### src/rtl/pipe_rr_arbiter_pkg.sv
// Shared types for the pipeline arbiter: handshake FSM states and a tag-width helper.
package pipe_arb_pkg;

  typedef enum logic [1:0] {
    IN_IDLE = 2'd0,
    IN_REQ  = 2'd1,
    IN_REL  = 2'd2
  } in_state_t;

  typedef enum logic {
    OUT_IDLE = 1'b0,
    OUT_ACK  = 1'b1
  } out_state_t;

  // Index width for n entries, never narrower than one bit.
  function automatic int tag_w(input int n);
    return (n <= 2) ? 1 : $clog2(n);
  endfunction

endpackage

### src/rtl/pipe_rr_arbiter_if.sv
// Client and asynchronous-pipeline signals of the arbiter, bundled with directional views.
interface pipe_rr_arbiter_if #(
  parameter int NREQ = 4,
  parameter int DW   = 3
);
  logic [NREQ-1:0]    cli_valid;
  logic [NREQ*DW-1:0] cli_data;
  logic [NREQ-1:0]    cli_ready;
  logic [NREQ-1:0]    rsp_valid;
  logic [DW-1:0]      rsp_data;
  logic               pipe_rst_n;
  logic               pipe_req_in;
  logic [DW-1:0]      pipe_data_in;
  logic               pipe_ack_out;
  logic               pipe_req_out;
  logic [DW-1:0]      pipe_data_out;
  logic               pipe_ack_in;
  logic               busy;
  logic               err_orphan;

  // Arbiter side.
  modport master (
    input  cli_valid, cli_data, pipe_ack_out, pipe_req_out, pipe_data_out,
    output cli_ready, rsp_valid, rsp_data, pipe_rst_n, pipe_req_in, pipe_data_in,
           pipe_ack_in, busy, err_orphan
  );

  // Clients plus pipeline side.
  modport slave (
    output cli_valid, cli_data, pipe_ack_out, pipe_req_out, pipe_data_out,
    input  cli_ready, rsp_valid, rsp_data, pipe_rst_n, pipe_req_in, pipe_data_in,
           pipe_ack_in, busy, err_orphan
  );
endinterface

### src/rtl/pipe_rr_arbiter_sync_2ff.sv
// Multi-flop synchronizer for one asynchronous handshake line, cleared by synchronous reset.
module sync_2ff #(
  parameter int STAGES = 2
) (
  input  logic clk,
  input  logic rst,
  input  logic i_d,
  output logic o_q
);
  logic [STAGES-1:0] r_sync;

  always_ff @(posedge clk) begin
    if (rst) r_sync <= '0;
    else     r_sync <= {r_sync[STAGES-2:0], i_d};
  end

  assign o_q = r_sync[STAGES-1];
endmodule

### src/rtl/pipe_rr_arbiter.sv
// Round-robin front-end sharing one 4-phase req/ack pipeline among NREQ clients;
// a tag FIFO routes each in-order result back to the client that issued it.
module pipe_rr_arbiter
  import pipe_arb_pkg::*;
#(
  parameter int NREQ        = 4,
  parameter int DW          = 3,
  parameter int SYNC_STAGES = 2,
  parameter int TAG_DEPTH   = 8
) (
  input logic              clk,
  input logic              rst,
  pipe_rr_arbiter_if.master bus
);
  localparam int TW = tag_w(NREQ);
  localparam int PW = tag_w(TAG_DEPTH);
  localparam int CW = PW + 1;

  logic w_ack_s, w_req_s;

  sync_2ff #(.STAGES(SYNC_STAGES)) u_sync_ack (
    .clk (clk), .rst (rst), .i_d (bus.pipe_ack_out), .o_q (w_ack_s)
  );
  sync_2ff #(.STAGES(SYNC_STAGES)) u_sync_req (
    .clk (clk), .rst (rst), .i_d (bus.pipe_req_out), .o_q (w_req_s)
  );

  in_state_t       r_in_state, w_in_next;
  out_state_t      r_out_state, w_out_next;
  logic [TW-1:0]   r_rr_ptr;
  logic [TW-1:0]   w_cand;
  logic [TW-1:0]   w_grant_idx;
  logic            w_grant_any;
  logic            w_grant;
  logic [PW-1:0]   r_wr_ptr, r_rd_ptr;
  logic [CW-1:0]   r_count;
  logic [TW-1:0]   r_tag_mem [TAG_DEPTH];
  logic            w_full, w_empty;
  logic            w_res_start, w_pop, w_orphan;
  logic            r_req_s_d;
  logic            r_req_in, r_ack_in, r_err, r_pipe_rst_n;
  logic [DW-1:0]   r_data_in, r_rsp_data;
  logic [NREQ-1:0] r_rsp_valid;
  logic [NREQ-1:0] w_rsp_onehot;

  assign w_full  = (r_count == CW'(TAG_DEPTH));
  assign w_empty = (r_count == '0);

  // Lowest offset from rr_ptr wins; scanning downward leaves that one last.
  always_comb begin
    w_grant_any = 1'b0;
    w_grant_idx = '0;
    w_cand      = '0;
    for (int k = NREQ - 1; k >= 0; k--) begin
      w_cand = TW'((int'(r_rr_ptr) + k) % NREQ);
      if (bus.cli_valid[w_cand]) begin
        w_grant_any = 1'b1;
        w_grant_idx = w_cand;
      end
    end
  end

  // Input FSM: state register, next state, combinational accept.
  always_ff @(posedge clk) begin
    if (rst) r_in_state <= IN_IDLE;
    else     r_in_state <= w_in_next;
  end

  always_comb begin
    w_in_next = r_in_state;
    case (r_in_state)
      IN_IDLE: if (w_grant)  w_in_next = IN_REQ;
      IN_REQ:  if (w_ack_s)  w_in_next = IN_REL;
      IN_REL:  if (!w_ack_s) w_in_next = IN_IDLE;
      default:               w_in_next = IN_IDLE;
    endcase
  end

  always_comb begin
    w_grant       = (r_in_state == IN_IDLE) && !w_full && w_grant_any && !rst;
    bus.cli_ready = w_grant ? ({{(NREQ-1){1'b0}}, 1'b1} << w_grant_idx) : '0;
  end

  always_ff @(posedge clk) begin
    if (rst) begin
      r_req_in  <= 1'b0;
      r_data_in <= '0;
      r_rr_ptr  <= '0;
    end else begin
      if (w_grant) begin
        r_data_in <= bus.cli_data[int'(w_grant_idx)*DW +: DW];
        r_rr_ptr  <= (w_grant_idx == TW'(NREQ - 1)) ? '0 : w_grant_idx + 1'b1;
      end
      r_req_in <= (w_in_next == IN_REQ);
    end
  end

  // Output FSM: state register, next state, result/orphan decode.
  always_ff @(posedge clk) begin
    if (rst) r_out_state <= OUT_IDLE;
    else     r_out_state <= w_out_next;
  end

  always_comb begin
    w_out_next = r_out_state;
    case (r_out_state)
      OUT_IDLE: if (w_res_start) w_out_next = OUT_ACK;
      OUT_ACK:  if (!w_req_s)    w_out_next = OUT_IDLE;
      default:                   w_out_next = OUT_IDLE;
    endcase
  end

  always_comb begin
    w_res_start  = (r_out_state == OUT_IDLE) && w_req_s && !r_req_s_d;
    w_pop        = w_res_start && !w_empty;
    w_orphan     = w_res_start && w_empty;
    w_rsp_onehot = {{(NREQ-1){1'b0}}, 1'b1} << r_tag_mem[r_rd_ptr];
  end

  always_ff @(posedge clk) begin
    if (rst) begin
      r_req_s_d    <= 1'b0;
      r_ack_in     <= 1'b0;
      r_rsp_valid  <= '0;
      r_rsp_data   <= '0;
      r_err        <= 1'b0;
      r_pipe_rst_n <= 1'b0;
    end else begin
      r_req_s_d    <= w_req_s;
      r_ack_in     <= (w_out_next == OUT_ACK);
      r_rsp_valid  <= w_pop ? w_rsp_onehot : '0;
      r_pipe_rst_n <= 1'b1;
      if (w_res_start) r_rsp_data <= bus.pipe_data_out;
      if (w_orphan)    r_err      <= 1'b1;
    end
  end

  // Tag FIFO: a grant pushes, a result pops; both in one cycle keep the count.
  always_ff @(posedge clk) begin
    if (rst) begin
      r_wr_ptr <= '0;
      r_rd_ptr <= '0;
      r_count  <= '0;
    end else begin
      if (w_grant) r_wr_ptr <= r_wr_ptr + 1'b1;
      if (w_pop)   r_rd_ptr <= r_rd_ptr + 1'b1;
      case ({w_grant, w_pop})
        2'b10:   r_count <= r_count + 1'b1;
        2'b01:   r_count <= r_count - 1'b1;
        default: r_count <= r_count;
      endcase
    end
  end

  always_ff @(posedge clk) begin
    if (w_grant) r_tag_mem[r_wr_ptr] <= w_grant_idx;
  end

  assign bus.pipe_rst_n   = r_pipe_rst_n;
  assign bus.pipe_req_in  = r_req_in;
  assign bus.pipe_data_in = r_data_in;
  assign bus.pipe_ack_in  = r_ack_in;
  assign bus.rsp_valid    = r_rsp_valid;
  assign bus.rsp_data     = r_rsp_data;
  assign bus.err_orphan   = r_err;
  assign bus.busy         = !w_empty || (r_in_state != IN_IDLE) || (r_out_state != OUT_IDLE);

endmodule

### src/flat_wrapper.sv
// flat-port wrapper written by rule: the top's interface ports become plain ports
module pipe_rr_arbiter_flat import pipe_arb_pkg::*;
#(
  parameter int NREQ        = 4,
  parameter int DW          = 3,
  parameter int SYNC_STAGES = 2,
  parameter int TAG_DEPTH   = 8
)
  (clk, rst, bus_cli_valid, bus_cli_data, bus_pipe_ack_out, bus_pipe_req_out, bus_pipe_data_out, bus_cli_ready, bus_rsp_valid, bus_rsp_data, bus_pipe_rst_n, bus_pipe_req_in, bus_pipe_data_in, bus_pipe_ack_in, bus_busy, bus_err_orphan);
  pipe_rr_arbiter_if #(.NREQ(NREQ), .DW(DW)) bus_i ();
  input logic clk;
  input logic rst;
  input wire logic [$bits(bus_i.cli_valid)-1:0] bus_cli_valid;
  input wire logic [$bits(bus_i.cli_data)-1:0] bus_cli_data;
  input wire logic [$bits(bus_i.pipe_ack_out)-1:0] bus_pipe_ack_out;
  input wire logic [$bits(bus_i.pipe_req_out)-1:0] bus_pipe_req_out;
  input wire logic [$bits(bus_i.pipe_data_out)-1:0] bus_pipe_data_out;
  output wire logic [$bits(bus_i.cli_ready)-1:0] bus_cli_ready;
  output wire logic [$bits(bus_i.rsp_valid)-1:0] bus_rsp_valid;
  output wire logic [$bits(bus_i.rsp_data)-1:0] bus_rsp_data;
  output wire logic [$bits(bus_i.pipe_rst_n)-1:0] bus_pipe_rst_n;
  output wire logic [$bits(bus_i.pipe_req_in)-1:0] bus_pipe_req_in;
  output wire logic [$bits(bus_i.pipe_data_in)-1:0] bus_pipe_data_in;
  output wire logic [$bits(bus_i.pipe_ack_in)-1:0] bus_pipe_ack_in;
  output wire logic [$bits(bus_i.busy)-1:0] bus_busy;
  output wire logic [$bits(bus_i.err_orphan)-1:0] bus_err_orphan;
  assign bus_i.cli_valid = bus_cli_valid;
  assign bus_i.cli_data = bus_cli_data;
  assign bus_i.pipe_ack_out = bus_pipe_ack_out;
  assign bus_i.pipe_req_out = bus_pipe_req_out;
  assign bus_i.pipe_data_out = bus_pipe_data_out;
  assign bus_cli_ready = bus_i.cli_ready;
  assign bus_rsp_valid = bus_i.rsp_valid;
  assign bus_rsp_data = bus_i.rsp_data;
  assign bus_pipe_rst_n = bus_i.pipe_rst_n;
  assign bus_pipe_req_in = bus_i.pipe_req_in;
  assign bus_pipe_data_in = bus_i.pipe_data_in;
  assign bus_pipe_ack_in = bus_i.pipe_ack_in;
  assign bus_busy = bus_i.busy;
  assign bus_err_orphan = bus_i.err_orphan;
  pipe_rr_arbiter #(.NREQ(NREQ), .DW(DW), .SYNC_STAGES(SYNC_STAGES), .TAG_DEPTH(TAG_DEPTH)) u_core (.clk(clk), .rst(rst), .bus(bus_i));
endmodule
### config.mk
export PLATFORM = sky130hd
export DESIGN_NAME = pipe_rr_arbiter_flat
export DESIGN_NICKNAME = d
export VERILOG_FILES = /design/src/rtl/pipe_rr_arbiter_pkg.sv /design/src/rtl/pipe_rr_arbiter_if.sv /design/src/rtl/pipe_rr_arbiter_sync_2ff.sv /design/src/rtl/pipe_rr_arbiter.sv /design/src/flat_wrapper.sv
export SDC_FILE = /design/constraint.sdc
export NUM_CORES = 1
export LEC_CHECK = 0
export ABC_AREA = 1
export CORE_MARGIN = 8
export CORE_UTILIZATION = 45
export CTS_CLUSTER_SIZE = 10
export DETAILED_ROUTE_END_ITERATION = 16
export PLACE_DENSITY = 0.7
export SLEW_MARGIN = 20
export SYNTH_ARGS = -nofsm -noshare
export SYNTH_HDL_FRONTEND = slang
export SYNTH_SLANG_ARGS = --single-unit
### constraint.sdc
create_clock -name clk -period 5.9 [get_ports clk]
set_input_delay 1.18 -clock clk [delete_from_list [all_inputs] [get_ports clk]]
set_output_delay 1.18 -clock clk [all_outputs]
set_load 0.01 [all_outputs]
==> reports/summary.txt, run 1 <==
status: completed
multi-input logic area: 1020 um2
number of buffers created by CTS: 5
initial antenna violation count: 0
CP Launch Type: input pin
Mapped Area: 2400 um2
CTS tree: done
endpoints failing setup: 0
CP max-delay cell: clkdlybuf4s50_1
fin. max-slew vios: 0
Register Area: 1200 um2
nets: 359
largest net degree at the start of global routing: 21
Worst-path clk slew: 90 ps
grt ovf: 0
Seq/Total Area, Yosys: 50.0%
clock net sink count: 52
critical path cell sequence: clkdlybuf4s50_1 > inv_1 > nand2_1 > a41oi_1 > nand2_2 > nor2_1 > clkdlybuf4s50_1
Worst EP required: 4720 ps
sum of negative setup slack: 0 ps
CP max stage delay: 600 ps
reg-to-reg startpoint: u_core.r_rr_ptr[0]$_SDFFE_PP0P_
Vias/cell: 4.84
max frequency: 0.207 GHz
Synth area leaders: dfxtp_1 30%, edfxtp_1 20%, nor2_1 7.0%
post-synthesis register bit count: 52
Post-CTS Resized: 0
clk_lat worst skew: 300 ps
post-detailed-route wirelength per cell: 11.9 um
Final Hold Violating Endpoints: 0
Synth Warn #: 0
Root Driver: clkbuf_8
VDD IR max: 0.000217 V
Yosys top cell area share: 30.0%
CP Capture Point: bus_cli_ready[1]
most frequent CP cell: clkdlybuf4s50_1
worst hold path type: reg -> reg
H-tree Lvls: 2
filler cell count: 494
Placer Congestion: 0.789
Relative slew margins: 60.1%
Die H: 89.0 um
RSZ-0062 raised after global routing: no
hold buffers post-CTS: 0
Clock Skews: 9.10 ps
R2R setup slack: 3170 ps
Vias: 1,926
post-route clock period utilization: 81.7%
arrival time at the worst endpoint: 3640 ps
n_diodes: 0
worst-path maximum fanout: 20
WL final: 4720 um
non-filler cells, final: 398
Setup Buffers After CTS: 0
worst hold margin: 404 ps
router iterations before antenna repair: 4
placed insts: 390
Core ar.: 5140 um2
DRC Markers: 0
cell row count: 26
Slew @ Worst Pin: 597 ps
Syn Nets: 317
vias in the first global route: 1,981
remaining antenna violation count: 0
Pleak: 1.22 nW
I/O pin count: 42
worst setup margin: 1080 ps
first-pass GRT wire length: 8140 um
die width: 89.0 um
Mapped Cells: 285
layout cells sized above 1: 9.76%
maximum clock path buffer count: 2
die area: 7930 um2
Power Density: 385 nW/um2
synthesis-to-finish area growth: 23.9%
Placement Setup Slack: 1060 ps
Reg2Reg Capture Point: u_core.r_count[3]$_SDFFE_PP0P_
Worst setup startpoint: rst
Max-cap violations: 0
Detailed Route Iter0 Violations: 108
post-layout util: 57.9%
CP endpoint kind: output pin
library cells used by synthesis: 35
Tot GR Track Use: 12.8%
Syn Area/Cell: 8.42 um2
cell taking the most area after synthesis: dfxtp_1
PortBufs: 41
Crit Path Class: in -> out
Post-DP HPWL: 3580 um
initial core utilization: 46.7%
min cycle time layout: 4820 ps
R2R depth: 11
kinds of logic (layout without fill, tap and decap cells):
family	after synthesis	after routing	synth area share, %
fa+ha+maj	9	9	4.69
xor+xnor	3	3	1.09
flops	52	52	50.0
buf+inv	45	88	7.66
simple gates	130	130	25.3
compound gates	46	46	11.2
stage by stage:
| step | total power, mW | cell area [um2] |
|---|---|---|
| floorplan | 0.782 | 2400 |
| global placement | 0.909 | 2860 |
| detailed placement | 0.918 | 2860 |
| CTS | 1.16 | 2980 |
| global route | 1.23 | 2980 |
| finish | 1.15 | 2980 |
synth_stat cells:
| master | count |
|---|---|
| a21boi_0 | 1 |
| a21oi_1 | 14 |
| a41oi_1 | 1 |
| buf_2 | 1 |
| buf_4 | 1 |
| buf_6 | 1 |
| clkbuf_1 | 3 |
| dfxtp_1 | 36 |
| edfxtp_1 | 16 |
| ha_1 | 9 |
| inv_1 | 33 |
| inv_2 | 5 |
| inv_4 | 1 |
| nand2_1 | 35 |
| nand2_2 | 8 |
| nand2_4 | 2 |
| nand3_1 | 29 |
| nand3_2 | 1 |
| nand3_4 | 1 |
| nand3b_1 | 1 |
| nand4_1 | 1 |
| nor2_1 | 45 |
| nor2_2 | 1 |
| nor2_4 | 1 |
| nor3_1 | 3 |
| nor3_2 | 1 |
| o211ai_1 | 1 |
| o21ai_0 | 18 |
| o21ai_1 | 2 |
| o21ai_2 | 3 |
| o31ai_1 | 3 |
| o32ai_1 | 3 |
| or2_2 | 1 |
| xnor2_1 | 1 |
| xor2_1 | 2 |
report_power, final:
part / switching (mW) / internal, mW / total [mW]
Clock: 0.111 / 0.128 / 0.239
Sequential: 0.0395 / 0.437 / 0.477
Combinational: 0.262 / 0.169 / 0.430
Total: 0.412 / 0.734 / 1.15
flip-flops by register name, indices dropped and copies added (netlist names), 2 cells and up, named ones only:
signal,flops
u_core.r_tag_mem,16
u_core.bus.rsp_valid,4
u_core.bus.pipe_data_in,3
u_core.u_sync_req.r_sync,2
u_core.u_sync_ack.r_sync,2
u_core.bus.rsp_data,3
u_core.r_wr_ptr,3
u_core.r_count,4
u_core.r_rr_ptr,2
u_core.r_in_state,2
u_core.r_rd_ptr,3
area by class of cell:
| cell class | count | share of cell area, % |
|---|---|---|
| timing repair buffer | 41 | 13.8 |
| clock buffer | 6 | 2.44 |
| multi-input combinational | 188 | 34.1 |
| sequential | 52 | 40.4 |
| clock inverter | 2 | 1.30 |
| inverter | 39 | 5.00 |
| tap | 70 | 2.94 |
per-layer routing:
metal  part of all wire (%)  track usage [%]  vias up  wire length, um
li1                       -                -     1020                -
met1                     46             14.3      870             2150
met2                     50             23.7       30             2380
met3                    3.1             2.94        6              147
met4                   0.93             3.47        0               44
met5                      0                0        -                0
worst min-delay path by stage:
stage	cells after the start	slack [ps]	start	endpoint
6_report	2	400	u_core.u_sync_ack.r_sync[0]$_SDFF_PP0_	u_core.u_sync_ack.r_sync[1]$_SDFF_PP0_
3_5_place_dp	2	390	u_core.u_sync_ack.r_sync[0]$_SDFF_PP0_	u_core.u_sync_ack.r_sync[1]$_SDFF_PP0_
2_1_floorplan	2	390	u_core.u_sync_ack.r_sync[0]$_SDFF_PP0_	u_core.u_sync_ack.r_sync[1]$_SDFF_PP0_
4_1_cts	2	410	u_core.u_sync_ack.r_sync[0]$_SDFF_PP0_	u_core.u_sync_ack.r_sync[1]$_SDFF_PP0_
3_3_place_gp	2	390	u_core.u_sync_ack.r_sync[0]$_SDFF_PP0_	u_core.u_sync_ack.r_sync[1]$_SDFF_PP0_
5_1_grt	2	420	u_core.u_sync_req.r_sync[0]$_SDFF_PP0_	u_core.u_sync_req.r_sync[1]$_SDFF_PP0_
placed cells by master (no fill, tap or decap), drive strengths merged, types with 2 or more instances in the layout:
cell type	n
o31ai	3
inv	40
nand3	31
clkbuf	6
ha	9
dfxtp	36
edfxtp	16
nor3	4
o21ai	23
a21oi	14
nor2	47
xor2	2
clkdlybuf4s50	41
nand2	45
o32ai	3
worst max-delay path, delay by kind of cell:
family / cells / cell delay (ps)
compound gates: 1 / 220
buf+inv: 3 / 1680
simple gates: 3 / 540
No activity file was read; power rests on OpenSTA's default activity.
==> run 2: changes to the inputs <==
--- a/config.mk
+++ b/config.mk
@@ -10,7 +10,7 @@
 export CORE_UTILIZATION = 45
 export CTS_CLUSTER_SIZE = 10
 export DETAILED_ROUTE_END_ITERATION = 16
-export PLACE_DENSITY = 0.7
+export PLACE_DENSITY = 0.72
 export SLEW_MARGIN = 20
 export SYNTH_ARGS = -nofsm -noshare
 export SYNTH_HDL_FRONTEND = slang
==> constraint.sdc (replaced) <==
create_clock -name clk -period 4 [get_ports clk]
set_input_delay 0.8 -clock clk [delete_from_list [all_inputs] [get_ports clk]]
set_output_delay 0.8 -clock clk [all_outputs]
set_load 0.01 [all_outputs]
==> run 2 against run 1 <==
  * Via count is 1.9% higher
  * Setup slack lost 830 ps
  * Core utilization grew 0.61 points
  * Critical path depth is 6 higher
  * Register-to-register slack got worse by 1700 ps
  * Global-route usage grew 0.65 points
  * First-iteration DRC count down 14%
  * Cell area increased by 1.1%
  * Final cell count increased by 1.0%
==> reports/summary.txt, run 2 (synthesis results as in run 1) <==
Worst-path clk slew: 90 ps
router iterations before antenna repair: 4
nets: 363
Relative slew margins: 77.4%
largest net degree at the start of global routing: 20
CP max stage delay: 560 ps
Reg with most FFs: u_core.r_tag_mem
post-detailed-route wirelength per cell: 12.3 um
Max-cap violations: 0
CTS tree: done
Placer Congestion: 0.759
commonest non-fill, non-tap cell in the layout: nor2_1
Switch Pwr: 0.621 mW
cell row count: 26
sum of negative setup slack: 0 ps
first-pass GRT wire length: 8400 um
Tot GR Track Use: 13.5%
Power Density: 571 nW/um2
vias in the first global route: 1,974
DRC Markers: 0
max frequency: 0.267 GHz
critical path cell sequence: clkdlybuf4s50_1 > inv_1 > nand2_1 > nand3_1 > nand2_1 > nand3_2 > nand2_2 > nand2_4 > nand2_4 > ha_1 > inv_1 > nor2_1 > clkdlybuf4s50_1
Core ar.: 5140 um2
synthesis-to-finish area growth: 25.2%
Vias/cell: 4.88
worst hold margin: 409 ps
H-tree Lvls: 2
worst-path maximum fanout: 17
Worst EP required: 3200 ps
fin. max-slew vios: 0
WL final: 4930 um
Seq pwr share: 40.9%
layout cells sized above 1: 11.1%
Vias: 1,963
maximum clock path buffer count: 2
grt ovf: 0
post-route clock period utilization: 93.8%
Slew @ Worst Pin: 337 ps
initial core utilization: 46.7%
PortBufs: 41
reg-to-reg startpoint: u_core.r_rr_ptr[0]$_SDFFE_PP0P_
clock net sink count: 52
CP Capture Point: bus_cli_ready[3]
I/O pin count: 42
RSZ-0062 raised after global routing: no
VDD IR max: 0.000361 V
initial antenna violation count: 0
CP max-delay cell: clkdlybuf4s50_1
Die H: 89.0 um
clock power share: 21.1%
R2R depth: 13
Reg2Reg Capture Point: u_core.r_count[3]$_SDFFE_PP0P_
remaining antenna violation count: 0
Comb pwr share: 37.9%
Clock Skews: 10.1 ps
n_diodes: 0
worst hold path type: reg -> reg
die width: 89.0 um
arrival time at the worst endpoint: 2950 ps
clk_lat worst skew: 310 ps
min cycle time layout: 3750 ps
commonest non-fill, non-tap cells in the layout: 45 x nor2_1, 41 x clkdlybuf4s50_1, 35 x nand2_1, 35 x dfxtp_1, 33 x inv_1
Final Hold Violating Endpoints: 0
max reg flops: 16
endpoints failing setup: 0
R2R setup slack: 1460 ps
Pleak: 1.23 nW
Crit Path Class: in -> out
Pint: 1.10 mW
switch share: 36.2%
status: completed
Setup Buffers After CTS: 0
Root Driver: clkbuf_8
Post-DP HPWL: 3650 um
number of buffers created by CTS: 5
CP endpoint kind: output pin
Worst setup startpoint: bus_cli_valid[2]
Detailed Route Iter0 Violations: 93
CP Launch Type: input pin
die area: 7930 um2
## run 2: changes by cell type in the layout (fill, tap and decap cells not counted)
cell     before  now
dfxtp_2       0    1
buf_4         0    4
dfxtp_1      36   35
## run 2: timing repair
action	4_1_cts	5_1_grt
hold buffers	0	0
gates resized for setup	0	1
endpoints found under the setup margin	0	4
## run 2: area by class of cell
class                           count  area [um2]
Clock inverter                      2        38.8
Timing Repair Buffer               45         440
Tap cell                           70        87.6
Clock buffer                        6        72.6
Fill cell                         490        2130
Inverter                           39         149
Multi-Input combinational cell    188        1020
Sequential cell                    52        1200
## run 2: layer usage
metal / track usage, % / vias up / share of wire (%)
li1: - / 1028 / -
met1: 14.4 / 898 / 44
met2: 24.1 / 28 / 50
met3: 4.69 / 9 / 4.4
met4: 4.53 / 0 / 1.3
met5: 0 / - / 0
## run 2: worst max-delay path: cells and delay by family
kind / cells / cell delay (ps)
buf+inv: 4 / 1150
fa+ha+maj: 1 / 170
simple gates: 8 / 830
## run 2: how the worst min path moves through the flow
stage,cells past startpoint,from,endpoint
floorplan,2,u_core.u_sync_ack.r_sync[0]$_SDFF_PP0_,u_core.u_sync_ack.r_sync[1]$_SDFF_PP0_
global placement,2,u_core.u_sync_req.r_sync[0]$_SDFF_PP0_,u_core.u_sync_req.r_sync[1]$_SDFF_PP0_
detailed placement,2,u_core.u_sync_req.r_sync[0]$_SDFF_PP0_,u_core.u_sync_req.r_sync[1]$_SDFF_PP0_
CTS,2,u_core.u_sync_req.r_sync[0]$_SDFF_PP0_,u_core.u_sync_req.r_sync[1]$_SDFF_PP0_
global route,2,u_core.u_sync_ack.r_sync[0]$_SDFF_PP0_,u_core.u_sync_ack.r_sync[1]$_SDFF_PP0_
finish,2,u_core.u_sync_ack.r_sync[0]$_SDFF_PP0_,u_core.u_sync_ack.r_sync[1]$_SDFF_PP0_
## run 2: metrics by stage
step / area (um2) / setup WS [ps] / utilization [%] / cells / total power [mW]
after floorplan: 2400 / 1360 / - / 285 / 1.15
after detailed placement: 2890 / 249 / 56.3 / 394 / 1.36
final: 3010 / 249 / 58.5 / 402 / 1.72
after CTS: 3010 / 227 / 58.5 / 402 / 1.73
after global routing: 3010 / 23.2 / 58.5 / 402 / 1.85
after global placement: 2890 / 275 / 56.3 / 394 / 1.35
## run 2: power by group through the flow
stage | Combinational (mW) | Clock [mW] | Sequential, mW
finish | 0.651 | 0.363 | 0.703
global route | 0.739 | 0.396 | 0.714
CTS | 0.656 | 0.368 | 0.702
detailed placement | 0.647 | 0 | 0.714
global placement | 0.637 | 0 | 0.713
floorplan | 0.454 | 0 | 0.700
